## src/rtl/ped_pkg.sv

```systemverilog
// Shared types and timing constants for the pedestrian request conditioner.
package ped_pkg;

    localparam int unsigned CLK_HZ      = 12_000_000;
    localparam int unsigned DEBOUNCE_MS = 20;

    // 20 ms at 12 MHz = 240000 samples.
    localparam int unsigned DEBOUNCE_CYCLES_DEFAULT = (CLK_HZ / 1000) * DEBOUNCE_MS;

    typedef enum logic [1:0] {
        StStableLo = 2'd0,
        StWaitHi   = 2'd1,
        StStableHi = 2'd2,
        StWaitLo   = 2'd3
    } deb_state_e;

endpackage

```

## src/rtl/btn_debounce.sv

```systemverilog
// Synchronises and debounces the raw button pin, producing a clean level and a
// one-cycle pulse on each accepted press.
module btn_debounce
    import ped_pkg::*;
#(
    parameter int unsigned DEBOUNCE_CYCLES = DEBOUNCE_CYCLES_DEFAULT,
    parameter bit          BTN_ACTIVE_LOW  = 1'b0,
    parameter int unsigned CNT_W           = $clog2(DEBOUNCE_CYCLES)
) (
    input  logic clk,
    input  logic rst,
    input  logic btn_raw,
    output logic btn_level,
    output logic press_pulse
);

    // The counter only ever holds 1..DEBOUNCE_CYCLES-1: the sample that would
    // reach DEBOUNCE_CYCLES moves the FSM to a stable state and clears it.
    localparam logic [CNT_W-1:0] CntLast = CNT_W'(DEBOUNCE_CYCLES - 1);
    localparam logic [CNT_W-1:0] CntOne  = CNT_W'(1);

    logic             btn_in;
    logic             s1_q, s2_q;
    deb_state_e       state_q, state_d;
    logic [CNT_W-1:0] cnt_q, cnt_d;
    logic             level_q, level_d;
    logic             pulse_q, pulse_d;

    assign btn_in = btn_raw ^ BTN_ACTIVE_LOW;

    // Two-flop synchroniser for the asynchronous pin.
    always_ff @(posedge clk) begin
        if (rst) begin
            s1_q <= 1'b0;
            s2_q <= 1'b0;
        end else begin
            s1_q <= btn_in;
            s2_q <= s1_q;
        end
    end

    // State, counter and registered outputs.
    always_ff @(posedge clk) begin
        if (rst) begin
            state_q <= StStableLo;
            cnt_q   <= '0;
            level_q <= 1'b0;
            pulse_q <= 1'b0;
        end else begin
            state_q <= state_d;
            cnt_q   <= cnt_d;
            level_q <= level_d;
            pulse_q <= pulse_d;
        end
    end

    // Next state: any sample disagreeing with the pending level restarts the wait.
    always_comb begin
        state_d = state_q;
        cnt_d   = cnt_q;
        case (state_q)
            StStableLo: begin
                cnt_d = '0;
                if (s2_q) begin
                    state_d = StWaitHi;
                    cnt_d   = CntOne;
                end
            end
            StWaitHi: begin
                if (!s2_q) begin
                    state_d = StStableLo;
                    cnt_d   = '0;
                end else if (cnt_q == CntLast) begin
                    state_d = StStableHi;
                    cnt_d   = '0;
                end else begin
                    cnt_d = cnt_q + CntOne;
                end
            end
            StStableHi: begin
                cnt_d = '0;
                if (!s2_q) begin
                    state_d = StWaitLo;
                    cnt_d   = CntOne;
                end
            end
            StWaitLo: begin
                if (s2_q) begin
                    state_d = StStableHi;
                    cnt_d   = '0;
                end else if (cnt_q == CntLast) begin
                    state_d = StStableLo;
                    cnt_d   = '0;
                end else begin
                    cnt_d = cnt_q + CntOne;
                end
            end
            default: begin
                state_d = StStableLo;
                cnt_d   = '0;
            end
        endcase
    end

    // Output decode from the next state so the level registers with the transition.
    always_comb begin
        level_d = (state_d == StStableHi) || (state_d == StWaitLo);
        pulse_d = level_d && !level_q;
    end

    assign btn_level   = level_q;
    assign press_pulse = pulse_q;

endmodule

```

## src/rtl/ped_request_conditioner.sv

```systemverilog
// Turns debounced button presses into a single held crossing request that the
// traffic controller clears with an acknowledge pulse.
module ped_request_conditioner
    import ped_pkg::*;
#(
    parameter int unsigned DEBOUNCE_CYCLES = DEBOUNCE_CYCLES_DEFAULT,
    parameter bit          BTN_ACTIVE_LOW  = 1'b0,
    parameter int unsigned CNT_W           = $clog2(DEBOUNCE_CYCLES)
) (
    input  logic clk,
    input  logic rst,
    input  logic btn_raw,
    input  logic walk_active,
    input  logic req_ack,
    output logic btn_level,
    output logic press_pulse,
    output logic req_pending,
    output logic press_ignored
);

    logic pulse;
    logic req_q, req_d;

    btn_debounce #(
        .DEBOUNCE_CYCLES (DEBOUNCE_CYCLES),
        .BTN_ACTIVE_LOW  (BTN_ACTIVE_LOW),
        .CNT_W           (CNT_W)
    ) u_btn_debounce (
        .clk         (clk),
        .rst         (rst),
        .btn_raw     (btn_raw),
        .btn_level   (btn_level),
        .press_pulse (pulse)
    );

    // Request latch register.
    always_ff @(posedge clk) begin
        if (rst) begin
            req_q <= 1'b0;
        end else begin
            req_q <= req_d;
        end
    end

    // Ack has priority over a new press; a press only sets an idle latch.
    always_comb begin
        req_d = req_q;
        if (req_ack) begin
            req_d = 1'b0;
        end else if (pulse && !walk_active && !req_q) begin
            req_d = 1'b1;
        end
    end

    // A press that cannot set the latch is reported as discarded.
    always_comb begin
        press_ignored = pulse && (walk_active || req_q || req_ack);
    end

    assign press_pulse = pulse;
    assign req_pending = req_q;

endmodule

```

## config.mk

```make
export PLATFORM = sky130hd
export DESIGN_NAME = ped_request_conditioner
export DESIGN_NICKNAME = d
export VERILOG_FILES = /design/src/rtl/ped_pkg.sv /design/src/rtl/btn_debounce.sv /design/src/rtl/ped_request_conditioner.sv
export SDC_FILE = /design/constraint.sdc
export NUM_CORES = 1
export LEC_CHECK = 0
export BUFFER_PORTS_ARGS = -buffer_cell sky130_fd_sc_hd__buf_2
export CAP_MARGIN = 10
export CORE_UTILIZATION = 60
export CTS_BUF_LIST = sky130_fd_sc_hd__clkbuf_8
export CTS_CLUSTER_SIZE = 28
export DETAILED_ROUTE_END_ITERATION = 16
export GPL_ROUTABILITY_DRIVEN = 0
export PLACE_DENSITY = 0.8
export SYNTH_ARGS = -nofsm -noshare
export SYNTH_HDL_FRONTEND = slang
export SYNTH_SLANG_ARGS = --single-unit
```

## constraint.sdc

```tcl
create_clock -name clk -period 2.27 [get_ports clk]
set_input_delay 0.454 -clock clk [delete_from_list [all_inputs] [get_ports clk]]
set_output_delay 0.454 -clock clk [all_outputs]
set_load 0.005 [all_outputs]
```

==> flow_summary.yaml, run 1 <==
outcome:
  status: "completed"
cts:
  cts_root_buf: "clkbuf_8"
  cts_made_buffers: 3
  cts_tree: "built"
  worstSkewPairLatency_ns: 0.27
  post-cts-setup-buffer-count: 0
  cts_sinks: 25
  post_cts_resized: 0
  clk_pin_slew_ns: 0.09
  hold_buffers: 0
  htree_levels: 1
  clk_path_buf_depth: 2
routing:
  highest_layer: "met4"
  via_per_inst: 5.83
  wire_per_inst_um: 13.3
  met3_length_um: 42
  vias: 904
  drt_iter0_markers: 16
  wl_met2_um: 1040
  ant_nets: 0
  first_pass_iters: 4
  wl_um: 2060
  drc: 0
  wl_met1_um: 953
global_route:
  grt_first_pass_wirelength_um: 3240
  overflow: 0
  antenna_found_initial: 0
  grt_max_degree: 16
  grt_pass1_vias: 801
  grtUsageTotal_pct: 22.0
timing:
  tns_ns: 0
  whs_ns: 0.354
  slew_viol_final: 0
  hold_viol: 0
  rsz0062_at_grt: "no"
  fmax_mhz: 550
  worst_pin_slew_ns: 0.366
  layout_min_cycle_time_ns: 1.82
  maxSlewHeadroom_pct: 75.4
  finClkSkew_ns: 0.00916
  finalSetupViolations: 0
  fin_crit_sh_pct: 80.2
logic_synthesis:
  syn_area_mm2: 0.00114
  synth-xor-area-share_pct: 10.8
  mappedNetlistNets: 125
  synth_top_family_by_area: "simple AND/OR/NAND/NOR gates"
  ys_ff_latch: 25
  syn_inst: 119
  synth.avg_cell_area_um2: 9.57
  yosysSeqAreaShare_pct: 44.0
  synth-simple-area-share_pct: 31.8
  ys_warn_count: 0
  synth_fa_ha_area_share_pct: 1.10
  muxShareOfSynthArea_pct: 3.63
  synth_cell_types: 36
  synth-compound-area-share_pct: 5.82
placed_design:
  placed_area_mm2: 0.00120
  dp_hpwl_um: 1520
  dp.cells: 151
  io_buffers: 8
floorplan:
  die_h_um: 45.6
  die-area_mm2: 0.00208
  rows: 15
  die_w_um: 45.6
  pin_count: 9
  initial_utilization_pct: 65.2
  coreArea_mm2: 0.00175
worst_setup_path:
  arrival_ns: 1.99
  end_kind: "flip-flop"
  crit_required_ns: 2.44
  start_kind: "flip-flop"
  crit_fanout: 8
  worstSetupPathType: "flip-flop to flip-flop"
layout:
  syn_to_final_growth_pct: 9.56
  mostFrequentLayoutCell: "dfxtp_1"
  fill_cells: 130
  n_antenna_cell: 0
  mostFrequentLayoutCells: "dfxtp_1, nor2_1, nand3_1, buf_2"
  layout.nets: 137
  fin_cells: 155
  drive_above_1_share_pct: 18.5
  final_area_mm2: 0.00125
min_path:
  hp-class: "primary input to flip-flop"
job:
  max-cap-violations: 0
pwr:
  ir_drop_v: 0.000430
  p_per_area_mw_per_mm2: 575
  p_leak_nw: 0.402
==> final cells by class <==
class                   instances  area [um^2]  share of cell area (%)
multi-input cells              88          604                    48.4
clock buffers                   3         41.3                    3.31
clock inverters                 1         7.51                   0.602
flip-flops and latches         25          500                    40.1
repair buffers                  9         47.5                    3.81
well taps                      25         31.3                    2.51
inverters                       4         15.0                    1.20
==> critical path: stages, from the launching register on <==
cell	delay, ns
dfxtp_1	0.39
ha_1	0.24
and3_1	0.32
nand2_1	0.12
o211ai_2	0.36
buf_4	0.22
nor2_1	0.06
==> power breakdown <==
part	switching [W]	internal, W	total, W
clock network	0.000140	0.000124	0.000264
registers	0.00000165	0.000441	0.000442
logic	0.00000535	0.00000529	0.0000106
==> path summary, 6_finish.rpt <==
| check | cells past startpoint | end | startpoint | slack [ns] |
|---|---|---|---|---|
| setup / recovery | 6 | u_btn_debounce.cnt_q[11]$_SDFF_PP0_ | u_btn_debounce.cnt_q[0]$_SDFF_PP0_ | 0.45 |
| hold / removal | 2 | req_pending$_SDFFE_PP0P_ | req_ack | 0.35 |
| setup reg to reg | 6 | u_btn_debounce.cnt_q[11]$_SDFF_PP0_ | u_btn_debounce.cnt_q[0]$_SDFF_PP0_ | 0.45 |
| hold reg to reg | 1 | u_btn_debounce.s2_q$_SDFF_PP0_ | u_btn_debounce.s1_q$_SDFF_PP0_ | 0.46 |
==> sequential cells by signal, summed over array words and instances (netlist names) <==
signal	flops
u_btn_debounce.cnt_q	18
u_btn_debounce.state_q	2
u_btn_debounce.s1_q	1
u_btn_debounce.press_pulse	1
req_pending	1
u_btn_debounce.s2_q	1
u_btn_debounce.btn_level	1
==> cells in the mapped netlist (all sizes together) <==
master | number | share of area [%]
a2111oi | 1 | 0.77
a21oi | 4 | 2.1
and3 | 1 | 0.55
and4 | 2 | 1.6
and4bb | 1 | 1.1
buf | 2 | 1.6
dfxtp | 25 | 44
ha | 1 | 1.1
inv | 4 | 1.3
mux2 | 1 | 0.99
mux2i | 3 | 2.6
nand2 | 3 | 0.99
nand2b | 2 | 1.1
nand3 | 10 | 4.8
nand4 | 8 | 5.7
nor2 | 20 | 6.8
nor2b | 2 | 1.1
nor3 | 3 | 1.3
nor4 | 3 | 2.7
nor4b | 1 | 0.77
o211ai | 1 | 1.1
o21ai | 1 | 0.44
o31a | 1 | 0.77
o31ai | 1 | 0.66
or3 | 3 | 2.1
or4 | 1 | 0.99
xnor2 | 7 | 5.4
xor2 | 7 | 5.4
==> cell families (layout without fill, tap and decap cells) <==
| kind of cell | after synthesis | count (layout) |
|---|---|---|
| compound gates | 9 | 9 |
| flops | 25 | 25 |
| mux | 4 | 4 |
| simple gates | 60 | 60 |
| buf+inv | 6 | 17 |
| xor+xnor | 14 | 14 |
| fa+ha+maj | 1 | 1 |
==> stage by stage <==
| step | worst slack (ns) | power, W | utilization [%] |
|---|---|---|---|
| after floorplan | 0.645 | 0.000457 | - |
| after global placement | 0.528 | 0.000463 | 68.7 |
| after detailed placement | 0.461 | 0.000463 | 68.7 |
| after CTS | 0.446 | 0.000724 | 71.5 |
| after global routing | 0.311 | 0.000743 | 71.5 |
| final | 0.451 | 0.000717 | 71.5 |
==> layer usage <==
| metal | GRT usage (%) | up-vias |
|---|---|---|
| met5 | 0 | - |
| met4 | 9.70 | 0 |
| met3 | 3.97 | 4 |
| met2 | 37.1 | 11 |
| met1 | 27.0 | 442 |
| li1 | - | 447 |
No activity file was read; power rests on OpenSTA's default activity.
==> run 2, diff against run 1 <==
--- a/config.mk
+++ b/config.mk
@@ -7,12 +7,12 @@
 export LEC_CHECK = 0
 export BUFFER_PORTS_ARGS = -buffer_cell sky130_fd_sc_hd__buf_2
 export CAP_MARGIN = 10
-export CORE_UTILIZATION = 60
+export CORE_UTILIZATION = 55
 export CTS_BUF_LIST = sky130_fd_sc_hd__clkbuf_8
 export CTS_CLUSTER_SIZE = 28
 export DETAILED_ROUTE_END_ITERATION = 16
 export GPL_ROUTABILITY_DRIVEN = 0
-export PLACE_DENSITY = 0.8
+export PLACE_DENSITY = 0.77
 export SYNTH_ARGS = -nofsm -noshare
 export SYNTH_HDL_FRONTEND = slang
 export SYNTH_SLANG_ARGS = --single-unit
==> constraint.sdc (replaced) <==
create_clock -name clk -period 1.5 [get_ports clk]
set_input_delay 0.3 -clock clk [delete_from_list [all_inputs] [get_ports clk]]
set_output_delay 0.3 -clock clk [all_outputs]
set_load 0.005 [all_outputs]
==> flow_summary.yaml, run 2 (synthesis results as in run 1) <==
worst_setup_path:
  worstSetupPathType: "flip-flop to flip-flop"
  crit_required_ns: 1.67
  arrival_ns: 1.71
  r2r_cells: 5
  max_stage_delay_ns: 0.42
  critical_path.top_delay_family: "simple AND/OR/NAND/NOR gates"
  cp_cell_sequence: "and4_1 -> nand2_1 -> o211ai_2 -> clkbuf_16 -> nor2_1"
  cpMaxStageDelayCell: "dfxtp_1"
  r2r_slack_ns: -0.04
  reg2reg_from: "u_btn_debounce.cnt_q[8]$_SDFF_PP0_"
  crit_fanout: 7
  end_kind: "flip-flop"
  r2r_end: "u_btn_debounce.cnt_q[9]$_SDFF_PP0_"
  start_kind: "flip-flop"
  worst-path-buf-inv: 1
layout:
  syn_to_final_growth_pct: 35.4
  mostFrequentLayoutCell: "buf_4"
  top_regs: "u_btn_debounce.cnt_q x18, u_btn_debounce.state_q x2"
  regMostFlops: "u_btn_debounce.cnt_q"
  drive_above_1_share_pct: 42.5
  layout.nets: 160
  n_antenna_cell: 0
  mostFrequentLayoutCells: "buf_4, nor2_1, dfxtp_1, nand3_1, buf_2"
  largest_reg_flops: 18
  final_core_util_pct: 78.6
global_route:
  grt_max_degree: 15
  grtUsageTotal_pct: 25.0
  antenna_found_initial: 0
  grt_first_pass_wirelength_um: 3880
  overflow: 0
  grt_pass1_vias: 897
cts:
  htree_levels: 1
  clk_pin_slew_ns: 0.09
  worstSkewPairLatency_ns: 0.27
  hold_buffers: 0
  cts_made_buffers: 3
  cts_sinks: 25
  cts_root_buf: "clkbuf_8"
  clk_path_buf_depth: 2
  cts_tree: "built"
pwr:
  p_leak_nw: 0.562
  power_w: 0.00108
  ir_drop_v: 0.000717
  p_per_area_mw_per_mm2: 701
placed_design:
  post-place-ws_ns: -0.0270
  io_buffers: 8
  dp_hpwl_um: 1830
routing:
  vias: 1033
  ant_nets: 0
  wire_per_inst_um: 16.3
  drt_iter0_markers: 28
  via_per_inst: 5.74
  first_pass_iters: 4
  wl_um: 2940
  drc: 0
floorplan:
  die-area_mm2: 0.00226
  initial_utilization_pct: 58.0
  rows: 16
  die_h_um: 47.5
  pin_count: 9
  die_w_um: 47.5
  coreArea_mm2: 0.00196
timing:
  layout_min_cycle_time_ns: 1.54
  slew_viol_final: 0
  setup_ws_ns: -0.0420
  worst_pin_slew_ns: 0.322
  fmax_mhz: 649
  rsz0062_at_grt: "yes"
  finClkSkew_ns: 0.00201
  finalSetupViolations: 9
  fin_crit_sh_pct: 103
  tns_ns: -0.265
  maxSlewHeadroom_pct: 78.0
  hold_viol: 0
min_path:
  holdPathEnd: "req_pending$_SDFFE_PP0P_"
  hp-class: "primary input to flip-flop"
  hold_depth: 2
  min_from: "req_ack"
outcome:
  status: "finished, violations left"
  violations: "negative setup slack"
job:
  max-cap-violations: 0
[run 2: metal layers]
layer	vias up	track usage, %	wire, um
met5	-	0	0
li1	495	-	-
met1	503	30.4	1220
met3	7	3.40	74
met2	28	43.8	1580
met4	0	10.9	58
[run 2: how the worst max path moves through the flow]
stage	from	to	slack [ns]	depth (start not counted)
after floorplan	u_btn_debounce.cnt_q[9]$_SDFF_PP0_	u_btn_debounce.press_pulse$_SDFF_PP0_	0.003	4
after global placement	u_btn_debounce.cnt_q[9]$_SDFF_PP0_	u_btn_debounce.press_pulse$_SDFF_PP0_	0.01	4
after detailed placement	u_btn_debounce.cnt_q[9]$_SDFF_PP0_	u_btn_debounce.press_pulse$_SDFF_PP0_	-0.03	4
after CTS	u_btn_debounce.cnt_q[0]$_SDFF_PP0_	u_btn_debounce.cnt_q[13]$_SDFF_PP0_	-0.02	4
after global routing	u_btn_debounce.cnt_q[10]$_SDFF_PP0_	u_btn_debounce.btn_level$_SDFF_PP0_	-0.08	6
final	u_btn_debounce.cnt_q[8]$_SDFF_PP0_	u_btn_debounce.cnt_q[9]$_SDFF_PP0_	-0.04	5
[run 2: area by class of cell]
cell class / instances / area (um^2)
Sequential cell: 25 / 520
Clock inverter: 1 / 5.00
Multi-Input combinational cell: 88 / 676
Clock buffer: 3 / 41.3
Fill cell: 137 / 420
Inverter: 4 / 15.0
Timing Repair Buffer: 32 / 250
Tap cell: 27 / 33.8
[run 2: through the flow]
step | hold slack [ns] | std cells | area (um^2)
4_1_cts | 0.201 | 174 | 1430
3_5_place_dp | 0.447 | 169 | 1370
2_1_floorplan | 0.372 | 119 | 1170
5_1_grt | 0.206 | 180 | 1540
6_report | 0.198 | 180 | 1540
3_3_place_gp | 0.424 | 169 | 1370
[run 2: power by group]
part,switching (W),internal [W]
sequential,0.00000309,0.000662
combinational,0.00000877,0.00000870
clock,0.000213,0.000186
total,0.000225,0.000856
[run 2: timing repair]
item                                    4_1_cts  5_1_grt
hold endpoints to repair                      0        0
pin swaps                                     4       11
buffers inserted                              1        5
endpoints found under the setup margin        7       19
gates resized for setup                       4       15
cloned                                        0        1
[run 2: worst reg2reg max path, stage by stage (launching register included)]
cell and delay, ns:
dfxtp_1 0.42, and4_1 0.34, nand2_1 0.12, o211ai_2 0.29, clkbuf_16 0.22, nor2_1 0.05
